## config.mk

```make
export PLATFORM = sky130hd
export DESIGN_NAME = dm_sba_bus_bridge
export DESIGN_NICKNAME = d
export VERILOG_FILES = /design/src/rtl/dm_sba_bus_bridge_pkg.sv /design/src/rtl/dm_sba_bus_bridge_timeout.sv /design/src/rtl/dm_sba_bus_bridge.sv
export SDC_FILE = /design/constraint.sdc
export NUM_CORES = 1
export LEC_CHECK = 0
export ABC_AREA = 1
export CAP_MARGIN = 20
export CORE_MARGIN = 2
export CORE_UTILIZATION = 43
export CTS_CLUSTER_SIZE = 40
export DETAILED_ROUTE_END_ITERATION = 6
export GPL_TIMING_DRIVEN = 0
export PLACE_DENSITY = 0.8
export SYNTH_ARGS = -nofsm -noshare
export SYNTH_HDL_FRONTEND = slang
export SYNTH_SLANG_ARGS = --single-unit
```

## constraint.sdc

```tcl
create_clock -name clk_i -period 1.78 [get_ports clk_i]
set_clock_uncertainty 0.05 [all_clocks]
set_input_delay 0.267 -clock clk_i [delete_from_list [all_inputs] [get_ports clk_i]]
set_output_delay 0.267 -clock clk_i [all_outputs]
set_load 0.005 [all_outputs]
```

## src/rtl/dm_sba_bus_bridge_pkg.sv

```systemverilog
// Shared definitions for the debug-module SBA bus bridge: FSM encodings,
// response error-flag bit positions and the timeout counter sizing rule.
package dm_sba_bus_bridge_pkg;

    localparam logic [1:0] ST_IDLE  = 2'd0;
    localparam logic [1:0] ST_ISSUE = 2'd1;
    localparam logic [1:0] ST_WAIT  = 2'd2;
    localparam logic [1:0] ST_RESP  = 2'd3;

    // Bit positions inside the two-bit response error flag register
    localparam int unsigned ERR_TIMEOUT = 0;
    localparam int unsigned ERR_WINDOW  = 1;

    function automatic int unsigned cnt_width(input int unsigned cycles);
        return $clog2(cycles) + 1;
    endfunction

endpackage

```

## src/rtl/dm_sba_bus_bridge_timeout.sv

```systemverilog
// Response timeout counter: cleared while idle, counts while enabled,
// saturates, and flags the cycle in which the count equals TimeoutCycles-1.
module dm_bus_timeout
    import dm_sba_bus_bridge_pkg::*;
#(
    parameter int unsigned TimeoutCycles = 1024
) (
    input  logic clk_i,
    input  logic rst_ni,
    input  logic clear_i,
    input  logic enable_i,
    output logic expired_o
);

    localparam int unsigned     CntW    = cnt_width(TimeoutCycles);
    localparam logic [CntW-1:0] CntLast = CntW'(TimeoutCycles - 1);

    logic [CntW-1:0] r_cnt;

    always_ff @(posedge clk_i or negedge rst_ni) begin
        if (!rst_ni) begin
            r_cnt <= '0;
        end else if (clear_i) begin
            r_cnt <= '0;
        end else if (enable_i && (r_cnt != '1)) begin
            r_cnt <= r_cnt + 1'b1;
        end
    end

    assign expired_o = (r_cnt == CntLast);

endmodule

```

## src/rtl/dm_sba_bus_bridge.sv

```systemverilog
// Bridges the DM system-bus master (req/gnt/r_valid) onto the single-outstanding
// strobe/ready memory port, with an address-window check and a response timeout.
module dm_sba_bus_bridge
    import dm_sba_bus_bridge_pkg::*;
#(
    parameter int unsigned          BusWidth      = 32,
    parameter logic [BusWidth-1:0]  WinBase       = '0,
    parameter logic [BusWidth-1:0]  WinLimit      = '1,
    parameter int unsigned          TimeoutCycles = 1024
) (
    input  logic                    clk_i,
    input  logic                    rst_ni,
    input  logic                    master_req_i,
    input  logic [BusWidth-1:0]     master_add_i,
    input  logic                    master_we_i,
    input  logic [BusWidth-1:0]     master_wdata_i,
    input  logic [BusWidth/8-1:0]   master_be_i,
    output logic                    master_gnt_o,
    output logic                    master_r_valid_o,
    output logic                    master_r_err_o,
    output logic                    master_r_other_err_o,
    output logic [BusWidth-1:0]     master_r_rdata_o,
    output logic                    p_strobe_o,
    output logic [BusWidth-1:0]     p_addr_o,
    output logic                    p_rw_o,
    output logic [BusWidth/8-1:0]   p_byte_enable_o,
    output logic [BusWidth-1:0]     p_wt_data_o,
    input  logic                    p_ready_i,
    input  logic [BusWidth-1:0]     p_data_i
);

    logic [1:0]             r_state;
    logic [1:0]             w_state_nxt;
    logic [BusWidth-1:0]    r_addr;
    logic [BusWidth-1:0]    r_wdata;
    logic [BusWidth-1:0]    r_rdata;
    logic                   r_we;
    logic [BusWidth/8-1:0]  r_be;
    logic [1:0]             r_err_flags;

    logic w_below;
    logic w_above;
    logic w_out_of_win;
    logic w_expired;
    logic w_resp;

    // Bounds sitting at the ends of the address space cannot be violated
    generate
        if (WinBase == '0) begin : g_no_lo
            assign w_below = 1'b0;
        end else begin : g_lo
            assign w_below = (master_add_i < WinBase);
        end
        if (WinLimit == '1) begin : g_no_hi
            assign w_above = 1'b0;
        end else begin : g_hi
            assign w_above = (master_add_i > WinLimit);
        end
    endgenerate

    assign w_out_of_win = w_below | w_above;

    dm_bus_timeout #(
        .TimeoutCycles (TimeoutCycles)
    ) u_timeout (
        .clk_i     (clk_i),
        .rst_ni    (rst_ni),
        .clear_i   (r_state == ST_IDLE),
        .enable_i  ((r_state == ST_ISSUE) || (r_state == ST_WAIT)),
        .expired_o (w_expired)
    );

    always_comb begin
        w_state_nxt = r_state;
        case (r_state)
            ST_IDLE:  if (master_req_i) w_state_nxt = w_out_of_win ? ST_RESP : ST_ISSUE;
            ST_ISSUE: w_state_nxt = p_ready_i ? ST_RESP : ST_WAIT;
            ST_WAIT:  if (p_ready_i || w_expired) w_state_nxt = ST_RESP;
            ST_RESP:  w_state_nxt = ST_IDLE;
            default:  w_state_nxt = ST_IDLE;
        endcase
    end

    always_ff @(posedge clk_i or negedge rst_ni) begin
        if (!rst_ni) begin
            r_state     <= ST_IDLE;
            r_addr      <= '0;
            r_wdata     <= '0;
            r_rdata     <= '0;
            r_we        <= 1'b0;
            r_be        <= '0;
            r_err_flags <= '0;
        end else begin
            r_state <= w_state_nxt;
            case (r_state)
                ST_IDLE: begin
                    if (master_req_i) begin
                        r_addr                  <= master_add_i;
                        r_wdata                 <= master_wdata_i;
                        r_we                    <= master_we_i;
                        r_be                    <= master_be_i;
                        r_rdata                 <= '0;
                        r_err_flags             <= '0;
                        r_err_flags[ERR_WINDOW] <= w_out_of_win;
                    end
                end
                ST_ISSUE: begin
                    if (p_ready_i && !r_we) r_rdata <= p_data_i;
                end
                ST_WAIT: begin
                    // A ready arriving on the expiry cycle still completes normally
                    if (p_ready_i) begin
                        if (!r_we) r_rdata <= p_data_i;
                    end else if (w_expired) begin
                        r_err_flags[ERR_TIMEOUT] <= 1'b1;
                    end
                end
                default: ;
            endcase
        end
    end

    assign w_resp               = (r_state == ST_RESP);
    assign master_gnt_o         = rst_ni & (r_state == ST_IDLE) & master_req_i;
    assign master_r_valid_o     = w_resp;
    assign master_r_err_o       = w_resp & r_err_flags[ERR_TIMEOUT];
    assign master_r_other_err_o = w_resp & r_err_flags[ERR_WINDOW];
    assign master_r_rdata_o     = {BusWidth{w_resp}} & r_rdata;
    assign p_strobe_o           = (r_state == ST_ISSUE);
    assign p_addr_o             = r_addr;
    assign p_rw_o               = r_we;
    assign p_byte_enable_o      = r_be;
    assign p_wt_data_o          = r_wdata;

endmodule

```

; Yosys cells after proc, flatten, opt, wreduce, memory -nomap -nowiden
; Index checks and enable logic that the tools add are counted.
[totals]
latchBits = 0
rom_bits = 0
word_cells = 53
memories = 0
input_bits = 105
mem_bits_rw = 0
register_bits = 115
output_inout_bits = 106
[op_classes]
shifts = 0
mul = 0
n_addsub = 1
muxes = 15
n_div = 0
order_cmp = 0
n_eq_ne = 12
bitwise = 4
reduce_logical = 13
[op_table]
columns = op, n
row1 = $mux 32, 4
row2 = $pmux 32 s3, 1
row3 = $and 32x32->32, 1
row4 = $mux 11, 2
row5 = $add 11x1->11 const B, 1
row6 = $eq 11x10->1 const B, 1
row7 = $ne 11x11->1 const B, 1
row8 = $ne 2x2->1 const B, 5
row9 = $pmux 2 s4, 1
row10 = $reduce_and 5->1, 1
row11 = $eq 2x2->1 const B, 2
row12 = $mux 1, 4
row13 = $mux 2, 2
row14 = $ne 2x1->1 const B, 2
row15 = $reduce_and 2->1, 2
row16 = $reduce_and 4->1, 1
row17 = $reduce_bool 2->1, 2
row18 = $and 1x1->1, 3
row19 = $reduce_bool 3->1, 1
row20 = $eq 2x1->1 const B, 1
row21 = $logic_and 1x1->1, 2
row22 = $logic_not 2->1, 1
row23 = $logic_or 1x1->1, 2
row24 = $pmux 1 s2, 1
row25 = $logic_not 1->1, 1

; Logic depth before layout (Yosys ltp)
; Gate-level depths: netlist (run 1).
[depth]
word_depth = 5
ltp_mapped = 10

; By module
; From an unflattened synthesis (run 1), not the netlist that was laid out.
[unflattened]
cells_unflattened = 709
area_unflattened_um2 = 5425.2
[by_module_without_submodules]
columns = module, seq_area_each_um2, area_each_um2, cells_each, n_inst
row1 = dm_sba_bus_bridge, 2602.5, 4747.1, 616, 1
row2 = dm_bus_timeout, 275.3, 678.2, 93, 1

; Worst setup path after synthesis (run 1)
; No wires, ideal clock.
[synth_path]
kind = register to register
from = reg r_state[0]
to = reg r_addr[0] (netlist: p_addr_o[0])
required_time_ns = 1.605
t_arrival_ns = 1.437
path_buffers = 1
slack_ns = 0.168
stages_incl_launch_ff = 6
setup_time_ns = 0.125
period_less_slack_ns = 1.612
cell_sequence = dfrtp_1 -> inv_1 -> ha_1 -> nand2_1 -> buf_2 -> mux2_2
[synth_via]
elab_chain_cells = 2
[synth_lines]
columns = item, line
row1 = from (decl), dm_sba_bus_bridge.sv:32  ; logic [1:0] r_state;
row2 = from (signal assigned), dm_sba_bus_bridge.sv:94  ; r_state <= w_state_nxt;
row3 = $logic_not 2->1, dm_sba_bus_bridge.sv:95  ; case (r_state)
row4 = $reduce_and 2->1 (no line), -
row5 = to (signal assigned), dm_sba_bus_bridge.sv:98  ; r_addr <= master_add_i;
row6 = to (decl), dm_sba_bus_bridge.sv:34  ; logic [BusWidth-1:0] r_addr;
; No other way between the ends.
; A chain may end at the register's enable or synchronous reset.

; Worst setup path after layout (run 1)
[layout_path]
from = reg r_state[1]
to = out master_r_rdata_o[24]
[layout_via]
elab_chain_cells = 2
[layout_lines]
columns = item, line
row1 = $eq 2x2->1, dm_sba_bus_bridge.sv:123  ; assign w_resp = (r_state == ST_RESP);
row2 = $and 32x32->32, dm_sba_bus_bridge.sv:128  ; assign master_r_rdata_o = {BusWidth{w_resp}} & r_rdata;
row3 = to (decl), dm_sba_bus_bridge.sv:22  ; output logic [BusWidth-1:0] master_r_rdata_o,
; No other way between the ends.

==> results of run 1 <==
-- per-layer routing --
layer / part of all wire / GRT usage
met5: 0 / 0
met4: 0.025 / 0.0967
met3: 0.092 / 0.0919
met2: 0.52 / 0.400
met1: 0.36 / 0.259
-- per-stage QoR --
stage | hold slack, ns | power, mW | worst slack (ns)
floorplan | -0.0786 | 7.71 | 0.168
global placement | 0.437 | 10.6 | -4.04
detailed placement | 0.105 | 10.8 | -0.650
CTS | -0.331 | 15.5 | -0.228
global route | -0.125 | 17.7 | -0.245
finish | -0.164 | 16.8 | -0.219
-- area by class of cell --
cell class / instances / area [sq um]
fillers: 750 / 2890
inverters: 82 / 315
plain buffers: 23 / 280
flip-flops and latches: 115 / 2880
multi-input cells: 261 / 2300
clock inverters: 10 / 133
well taps: 147 / 184
clock buffers: 22 / 454
repair buffers: 238 / 2420
-- registers in the layout, indices dropped and copies added, names as in the netlist --
register and count:
p_rw_o 1, r_err_flags 1, r_rdata 32, p_wt_data_o 32, r_state 2, p_addr_o 32, u_timeout.r_cnt 11, p_byte_enable_o 4
-- report_power, final --
| group | switching, mW | internal, mW |
|---|---|---|
| registers | 0.749 | 3.78 |
| clock network | 1.18 | 2.23 |
| logic | 3.95 | 4.93 |
-- path summary, 6_finish.rpt --
kind	to	cells after the start
worst max-delay path	master_r_rdata_o[24]	7
worst min-delay path	u_timeout.r_cnt[3]	2
worst max register to register	r_rdata[17]	6
worst min register to register	p_addr_o[22]	1
max in group asynchronous	p_addr_o[3]	4
min in group clk_i	r_rdata[30]	3
-- synthesized netlist by cell type --
library cell and number:
dfrtp_1 115, inv_1 80, nand2_1 75, mux2_2 69, nand3_1 44, o21ai_2 32
nor2_1 11, buf_2 8, nand4_1 8, buf_6 7, clkbuf_1 5, ha_1 5
buf_1 3, o21ai_0 3, inv_2 2, nor2_2 2, xor2_1 2, a21oi_1 1
and2_1 1, buf_4 1, conb_1 1, nand2_2 1, nor3_1 1, o211ai_1 1
o21ai_1 1, o21bai_1 1, o22ai_1 1, or2_2 1
-- what timing repair did --
| item | 4_1_cts | 5_1_grt |
|---|---|---|
| gates resized for setup | 226 | 124 |
| pin swaps | 3 | 5 |
| buffers inserted | 13 | 6 |
| endpoints found under the setup margin | 145 | 76 |
| cloned | 7 | 1 |
| endpoints found under the hold margin | 26 | 26 |
-- worst register-to-register path, delay by kind of cell, from the launching register on --
| kind | cells | cell delay, ns |
|---|---|---|
| adders and majority gates | 1 | 0.34 |
| AOI/OAI and AO/OA | 1 | 0.09 |
| buffers and inverters | 3 | 0.76 |
| DFF | 1 | 0.42 |
| and+or+nand+nor | 1 | 0.17 |
-- cell families after synthesis --
logic type	count (synthesis)
other cells	1
mux	69
buf+inv	106
fa+ha+maj	5
xor+xnor	2
compound gates	40
simple gates	144
flops	115
==> impl_metrics.tcl, run 1 <==
set metrics [dict create \
    outcome "complete, but fails checks" \
    violations "negative hold slack, negative setup slack" \
    final_cell_area_sq_um 8970 \
    path_max_fanout 6 \
    syn_to_final_growth_pct 73.9 \
    setup_tns_ns -7.51 \
    crit_buf_inv 5 \
    yosys.area.top_type "dfrtp_1" \
    grt_pass1_wl_mm 23.4 \
    worst_pin_slew_ns 0.726 \
    drc 0 \
    dp_hpwl_mm 9.88 \
    placed_cell_area_sq_um 7460 \
    synth.top_cell.area_share 0.558 \
    setup_viol 66 \
    core-area_sq_um 11900 \
    finalWirelength_mm 15.9 \
    synth_area_leaders "dfrtp_1 (56%), mux2_2 (15%), inv_1 (5.8%)" \
    n_antenna_cell 0 \
    finalHoldViolations 89 \
    synthAdderAreaFrac 0.0121 \
    cpPeakStageDelay_ns 0.43 \
    cts_tree "yes" \
    via_count 4505 \
    synth_cell_types 28 \
    synth_seq_cells 115 \
    postLayoutCoreUtil 0.756 \
    port_buffers 209 \
    r2r_slack_ns -0.10 \
    synth-simple-area-share 0.122 \
    synth-compound-area-share 0.0633 \
    timing.rr.start "r_state[1]" \
    max_freq_mhz 500 \
    p_leak_nw 4.33 \
    ir_drop_mv 0.895 \
    crit_arrival_ns 1.68 \
    die_h_microns 114 \
    fin_ws_ns -0.219 \
    syn-cell-area_sq_um 5160 \
    cts_buffers 17 \
    final_antenna_net_count 0 \
    drt-vias-per-instance 5.02 \
    drv_cap 0 \
    critPathLaunchType "flip-flop" \
    gp_congestion 0.821 \
    post-route-period-util 1.12 \
    synth-xor-area-share 0.00340 \
    synth_top_family_by_area "multiplexers" \
    drive_gt1_frac 0.427 \
    worstPathRequired_ns 1.46 \
    antenna_found_initial 0 \
    drt-pass1-iter-count 4 \
    min_period_ns 2.00 \
    io_pins 211 \
    end_kind "output pin" \
    wl_per_cell_microns 17.7 \
    synth.area.mux_share 0.151 \
    rows 40 \
    htreeDepth 4 \
    ys_warn_count 0 \
    final_common_cell "clkdlybuf4s50_1" \
    die_area_sq_um 12900 \
    drtIter0Drc 240 \
    crit_type "reg -> out" \
    worstSkewPairLatency_ns 0.41 \
    layout_common_cells "clkdlybuf4s50_1 (172), dfrtp_1 (115), mux2_2 (69)" \
    syn_avg_cell_area_sq_um 10.7 \
    grt_overflow 0 \
    crit_chain "ha_4 > clkbuf_16 > clkbuf_16 > buf_12 > nand2_4 > inv_2 > buf_6" \
    drv_slew 0 \
    grt_pass1_vias 4777 \
    cp_common_cell "clkbuf_16" \
    die_x_microns 114 \
    crit_slowest_cell "dfrtp_1" \
    track_usage 0.233 \
    synth_seq_area_share 0.558 \
    crit_path_start "r_state[1]" \
    synthCells 482 \
    nets 848 \
    place_inst 839 \
    layoutNonFillerInstCount 898 \
    initial_core_util 0.435 \
    cts.clk_slew.worst_paths_ns 0.06 \
    clock_path_buffers 2 \
    cts_root_buf "clkbuf_16" \
    crit_family "buffers and inverters" \
    numClockSinks 115 \
    rsz0062_at_grt "yes" \
    whs_ns -0.164 \
    synth_nets 592 \
    hp-class "in -> async" \
    relSlewSlack 0.516 \
    p_per_area_nw_per_um2 1880 \
    grt_max_degree 91 \
]
Note: power is estimated with default switching activity, not from simulation.
==> inputs of run 2 (changes only) <==
--- a/config.mk
+++ b/config.mk
@@ -13,6 +13,7 @@
 export DETAILED_ROUTE_END_ITERATION = 6
 export GPL_TIMING_DRIVEN = 0
 export PLACE_DENSITY = 0.8
+export SETUP_SLACK_MARGIN = 0.02
 export SYNTH_ARGS = -nofsm -noshare
 export SYNTH_HDL_FRONTEND = slang
 export SYNTH_SLANG_ARGS = --single-unit
==> impl_metrics.tcl, run 2 (synthesized netlist as in run 1, its figures left out) <==
set metrics [dict create \
    multi_input_area_sq_um 2300 \
    nets 848 \
    setup_tns_ns -7.28 \
    drv_cap 0 \
    rows 40 \
    crit_slowest_cell "dfrtp_1" \
    hp-class "in -> async" \
    min_period_ns 1.99 \
    placed_cell_area_sq_um 7460 \
    crit_chain "ha_4 > clkbuf_16 > clkbuf_16 > buf_12 > nand2_4 > inv_2 > buf_6" \
    final_cell_area_sq_um 8980 \
    die_area_sq_um 12900 \
    port_buffers 209 \
    ir_drop_mv 0.895 \
    grt_max_degree 91 \
    seqCellArea_sq_um 2880 \
    io_pins 211 \
    cts_buffers 17 \
    dp_hpwl_mm 9.88 \
    cpPeakStageDelay_ns 0.42 \
    grt_pass1_vias 4777 \
    finalHoldViolations 89 \
    rsz0062_at_grt "yes" \
    path_max_fanout 6 \
    htreeDepth 4 \
    p_per_area_nw_per_um2 1880 \
    layoutNonFillerInstCount 898 \
    fill_cells 748 \
    setup_viol 66 \
    cts_root_buf "clkbuf_16" \
    worstSkewPairLatency_ns 0.41 \
    worstPathRequired_ns 1.46 \
    fin_ws_ns -0.214 \
    cts.clk_slew.worst_paths_ns 0.06 \
    drv_slew 0 \
    netSwitchingFraction 0.349 \
    numClockSinks 115 \
    violations "negative hold slack, negative setup slack" \
    layout_common_cells "clkdlybuf4s50_1 (172), dfrtp_1 (115), mux2_2 (69)" \
    track_usage 0.233 \
    drt-pass1-iter-count 4 \
    r2r_slack_ns -0.10 \
    power.net_switching_mw 5.89 \
    core-area_sq_um 11900 \
    end_kind "output pin" \
    intPower_mw 11.0 \
    drtIter0Drc 253 \
    grt_pass1_wl_mm 23.4 \
    p_leak_nw 4.33 \
    gp_congestion 0.821 \
    antenna_found_initial 0 \
    relSlewSlack 0.517 \
    die_h_microns 114 \
    critPathLaunchType "flip-flop" \
    grt_overflow 0 \
    cp_common_cell "clkbuf_16" \
    power_frac_seq 0.269 \
    final_antenna_net_count 0 \
    crit_arrival_ns 1.68 \
    via_count 4488 \
    outcome "complete, but fails checks" \
    postLayoutCoreUtil 0.757 \
    drive_gt1_frac 0.427 \
    comb_power_share 0.528 \
    finalWirelength_mm 15.9 \
    place_inst 839 \
    drc 0 \
    post-route-period-util 1.12 \
    wl_per_cell_microns 17.7 \
    max_freq_mhz 502 \
    drt-vias-per-instance 5.00 \
    initial_core_util 0.435 \
    syn_to_final_growth_pct 74.0 \
    n_antenna_cell 0 \
    worst_pin_slew_ns 0.724 \
    clock_path_buffers 2 \
    crit_type "reg -> out" \
    dp_slack_ns -0.650 \
    total_power_mw 16.8 \
    clkPwrFrac 0.203 \
    whs_ns -0.164 \
    cts_tree "yes" \
    final_common_cell "clkdlybuf4s50_1" \
    die_x_microns 114 \
]
## run 2: cell counts in the layout (fill, tap and decap cells not counted)
No cell type changed its count.
## run 2: per-layer routing
layer | wire length (microns) | up-vias | global-route usage
met2 | 8290 | 222 | 0.400
met4 | 408 | 0 | 0.0967
met5 | 0 | - | 0
met3 | 1450 | 35 | 0.0919
li1 | - | 2051 | -
met1 | 5740 | 2180 | 0.259
## run 2: final timing paths
path | endpoint | start | cells after the start
setup reg to reg | r_rdata[24] | r_state[1] | 12
min in group clk_i | r_rdata[30] | p_data_i[30] | 3
hold / removal | u_timeout.r_cnt[3] | rst_ni | 2
hold reg to reg | p_addr_o[22] | p_addr_o[22] | 1
setup / recovery | master_r_rdata_o[24] | r_state[1] | 7
max in group asynchronous | p_addr_o[3] | rst_ni | 4
## run 2: final cells by class
| type | count | share of cell area |
|---|---|---|
| Buffer | 23 | 0.0312 |
| Multi-Input combinational cell | 261 | 0.257 |
| Clock buffer | 22 | 0.0506 |
| Clock inverter | 10 | 0.0148 |
| Sequential cell | 115 | 0.321 |
| Inverter | 82 | 0.0351 |
| Tap cell | 147 | 0.0205 |
| Timing Repair Buffer | 238 | 0.271 |
## run 2: repair_timing
item | CTS | global route
setup buffers | 13 | 6
hold endpoints to repair | 26 | 26
pin swaps | 3 | 5
setup endpoints to repair | 146 | 77
gates resized for setup | 226 | 125
gates cloned | 7 | 1
## run 2: worst max-delay path, delay by kind of cell, from the launching register on
family / cells / cell delay (ns)
adders and majority gates: 1 / 0.19
buffers and inverters: 5 / 0.59
DFF: 1 / 0.42
and+or+nand+nor: 1 / 0.06
## run 2: power by group through the flow
| stage | registers (mW) | clock network, mW | logic (mW) |
|---|---|---|---|
| CTS | 4.44 | 3.45 | 7.59 |
| global route | 4.65 | 3.58 | 9.48 |
| floorplan | 4.40 | 0 | 3.31 |
| global placement | 4.34 | 0 | 6.24 |
| finish | 4.53 | 3.41 | 8.90 |
| detailed placement | 4.42 | 0 | 6.39 |
==> inputs of run 3 (changes only) <==
--- a/config.mk
+++ b/config.mk
@@ -5,15 +5,15 @@
 export SDC_FILE = /design/constraint.sdc
 export NUM_CORES = 1
 export LEC_CHECK = 0
-export ABC_AREA = 1
 export CAP_MARGIN = 20
 export CORE_MARGIN = 2
 export CORE_UTILIZATION = 43
 export CTS_CLUSTER_SIZE = 40
 export DETAILED_ROUTE_END_ITERATION = 6
 export GPL_TIMING_DRIVEN = 0
-export PLACE_DENSITY = 0.8
+export PLACE_DENSITY = 0.81
 export SETUP_SLACK_MARGIN = 0.02
 export SYNTH_ARGS = -nofsm -noshare
 export SYNTH_HDL_FRONTEND = slang
+export SYNTH_HIERARCHICAL = 1
 export SYNTH_SLANG_ARGS = --single-unit
==> impl_metrics.tcl, run 3 <==
set metrics [dict create \
    synth_seq_area_share 0.571 \
    outcome "complete, but fails checks" \
    ys_warn_count 6 \
    rows 39 \
    final_common_cell "clkdlybuf4s50_1" \
    worstPathRequired_ns 2.05 \
    min_period_ns 1.94 \
    clock_path_buffers 2 \
    hp-class "in -> async" \
    final_cell_area_sq_um 8640 \
    setup_tns_ns -6.95 \
    io_pins 211 \
    post-route-period-util 1.09 \
    dr_wl_met2_mm 7.84 \
    finalHoldViolations 46 \
    end_kind "flip-flop" \
    drive_gt1_frac 0.373 \
    die_x_microns 112 \
    worst_pin_slew_ns 0.636 \
    synth_cell_types 39 \
    maxUsedRoutingLayer "met4" \
    drv_slew 0 \
    ir_drop_mv 1.52 \
    synth_nets 516 \
    whs_ns -0.179 \
    dp_hpwl_mm 9.30 \
    cts_tree "yes" \
    relSlewSlack 0.576 \
    grt_overflow 0 \
    violations "negative hold slack, negative setup slack" \
    finalWirelength_mm 14.9 \
    synthCells 406 \
    drt-vias-per-instance 5.08 \
    grt_pass1_vias 4457 \
    die_area_sq_um 12600 \
    synth.top_cell.area_share 0.571 \
    cts_buffers 17 \
    synth_commonest_cells "dfrtp_1 (115), mux2_2 (70), inv_1 (36), nand2_1 (36)" \
    layoutNonFillerInstCount 816 \
    postLayoutCoreUtil 0.757 \
    wl_met1_mm 5.48 \
    synth_edf_count 0 \
    syn_avg_cell_area_sq_um 12.4 \
    fin_ws_ns -0.162 \
    dp_slack_ns -0.443 \
    syn_to_final_growth_pct 71.5 \
    cts_root_buf "clkbuf_16" \
    syn-cell-area_sq_um 5040 \
    drt-pass1-iter-count 4 \
    drv_cap 0 \
    crit_arrival_ns 2.21 \
    yosys.area.top_type "dfrtp_1" \
    crit_slowest_cell "dfrtp_2" \
    port_buffers 209 \
    numClockSinks 115 \
    cts.clk_slew.worst_paths_ns 0.05 \
    wl_per_cell_microns 18.3 \
    core-area_sq_um 11400 \
    synth.most_common_cell "dfrtp_1" \
    via_count 4143 \
    initial_core_util 0.441 \
    async_reset_ff_frac 1.00 \
    cp_common_cell "buf_6" \
    reg2reg_depth 7 \
    crit_type "reg -> reg" \
    setup_viol 66 \
    htreeDepth 4 \
    p_per_area_nw_per_um2 1840 \
    critPathLaunchType "flip-flop" \
    max_freq_mhz 515 \
    cpPeakStageDelay_ns 0.45 \
    die_h_microns 112 \
    path_max_fanout 7 \
    layout_common_cells "clkdlybuf4s50_1 (172), dfrtp_1 (113), mux2_2 (69)" \
    grt_pass1_wl_mm 23.1 \
    synth_area_leaders "dfrtp_1 (57%), mux2_2 (16%), mux2i_1 (6.8%)" \
    grt_max_degree 70 \
    worstSkewPairLatency_ns 0.41 \
    antenna_found_initial 0 \
    nets 773 \
    crit_chain "buf_6 > ha_4 > or2_4 > a211oi_4 > buf_6 > buf_8 > mux2i_1" \
    r2r_slack_ns -0.16 \
    p_leak_nw 3.92 \
    drc 0 \
    track_usage 0.237 \
    place_inst 759 \
    synth_seq_cells 115 \
    wl_met3_mm 1.12 \
    final_antenna_net_count 0 \
    ys.flop_type "dfrtp_1" \
    rsz0062_at_grt "yes" \
    gp_congestion 0.812 \
    n_antenna_cell 0 \
    total_power_mw 15.9 \
    placed_cell_area_sq_um 7330 \
    drtIter0Drc 200 \
]
-- run 3: cell types whose count changed in the layout (fill, tap and decap cells not counted), sizes merged, moves of 31 or more --
| cell | before | now |
|---|---|---|
| and2 | 1 | 34 |
| inv | 82 | 36 |
| mux2i | 0 | 34 |
| nand2 | 76 | 37 |
| nand3 | 44 | 5 |
| o21ai | 36 | 5 |
-- run 3: path summary, 6_finish.rpt --
path	from	endpoint
setup / recovery	r_state[0]	r_rdata[29]
hold / removal	rst_ni	p_wt_data_o[14]
setup reg to reg	r_state[0]	r_rdata[29]
hold reg to reg	p_addr_o[9]	p_addr_o[9]
max in group asynchronous	rst_ni	p_addr_o[11]
min in group clk_i	p_data_i[7]	r_rdata[7]
-- run 3: report_power, final --
group          switching (mW)  internal (mW)
registers               0.672           3.81
logic                    3.15           5.03
clock network            1.10           2.14
total                    4.92           11.0
-- run 3: cell type report --
type,count,area [sq um]
well taps,143,179
flip-flops and latches,115,2880
clock buffers,24,482
plain buffers,19,218
repair buffers,239,2470
fillers,695,2780
inverters,36,138
clock inverters,5,77.6
multi-input cells,235,2190
-- run 3: worst max-delay path: cells and delay by family, from the launching register on --
kind,cells,cell delay [ns]
buffers and inverters,3,0.51
DFF,1,0.45
and+or+nand+nor,1,0.25
AOI/OAI and AO/OA,1,0.24
muxes,1,0.21
adders and majority gates,1,0.15
-- run 3: per-layer routing --
metal  GRT usage  vias up
met3      0.0853       41
met4       0.119        0
met2       0.400      198
li1            -     1859
met1       0.267     2045
met5           0        -
-- run 3: logic make-up (layout without fill, tap and decap cells) --
family | Yosys count | count (layout) | synth area share
flops | 115 | 115 | 0.571
mux | 104 | 104 | 0.224
simple gates | 102 | 102 | 0.107
buf+inv | 56 | 323 | 0.0494
compound gates | 21 | 21 | 0.0313
fa+ha+maj | 5 | 5 | 0.0124
xor+xnor | 2 | 2 | 0.00348
other cells | 1 | 1 | 0.000745
-- run 3: what timing repair did --
item | CTS | global route
setup endpoints to repair | 143 | 129
endpoints found under the hold margin | 46 | 46
gates cloned | 5 | 2
buffers inserted | 16 | 7
resized for setup | 247 | 71
pin swaps | 6 | 19
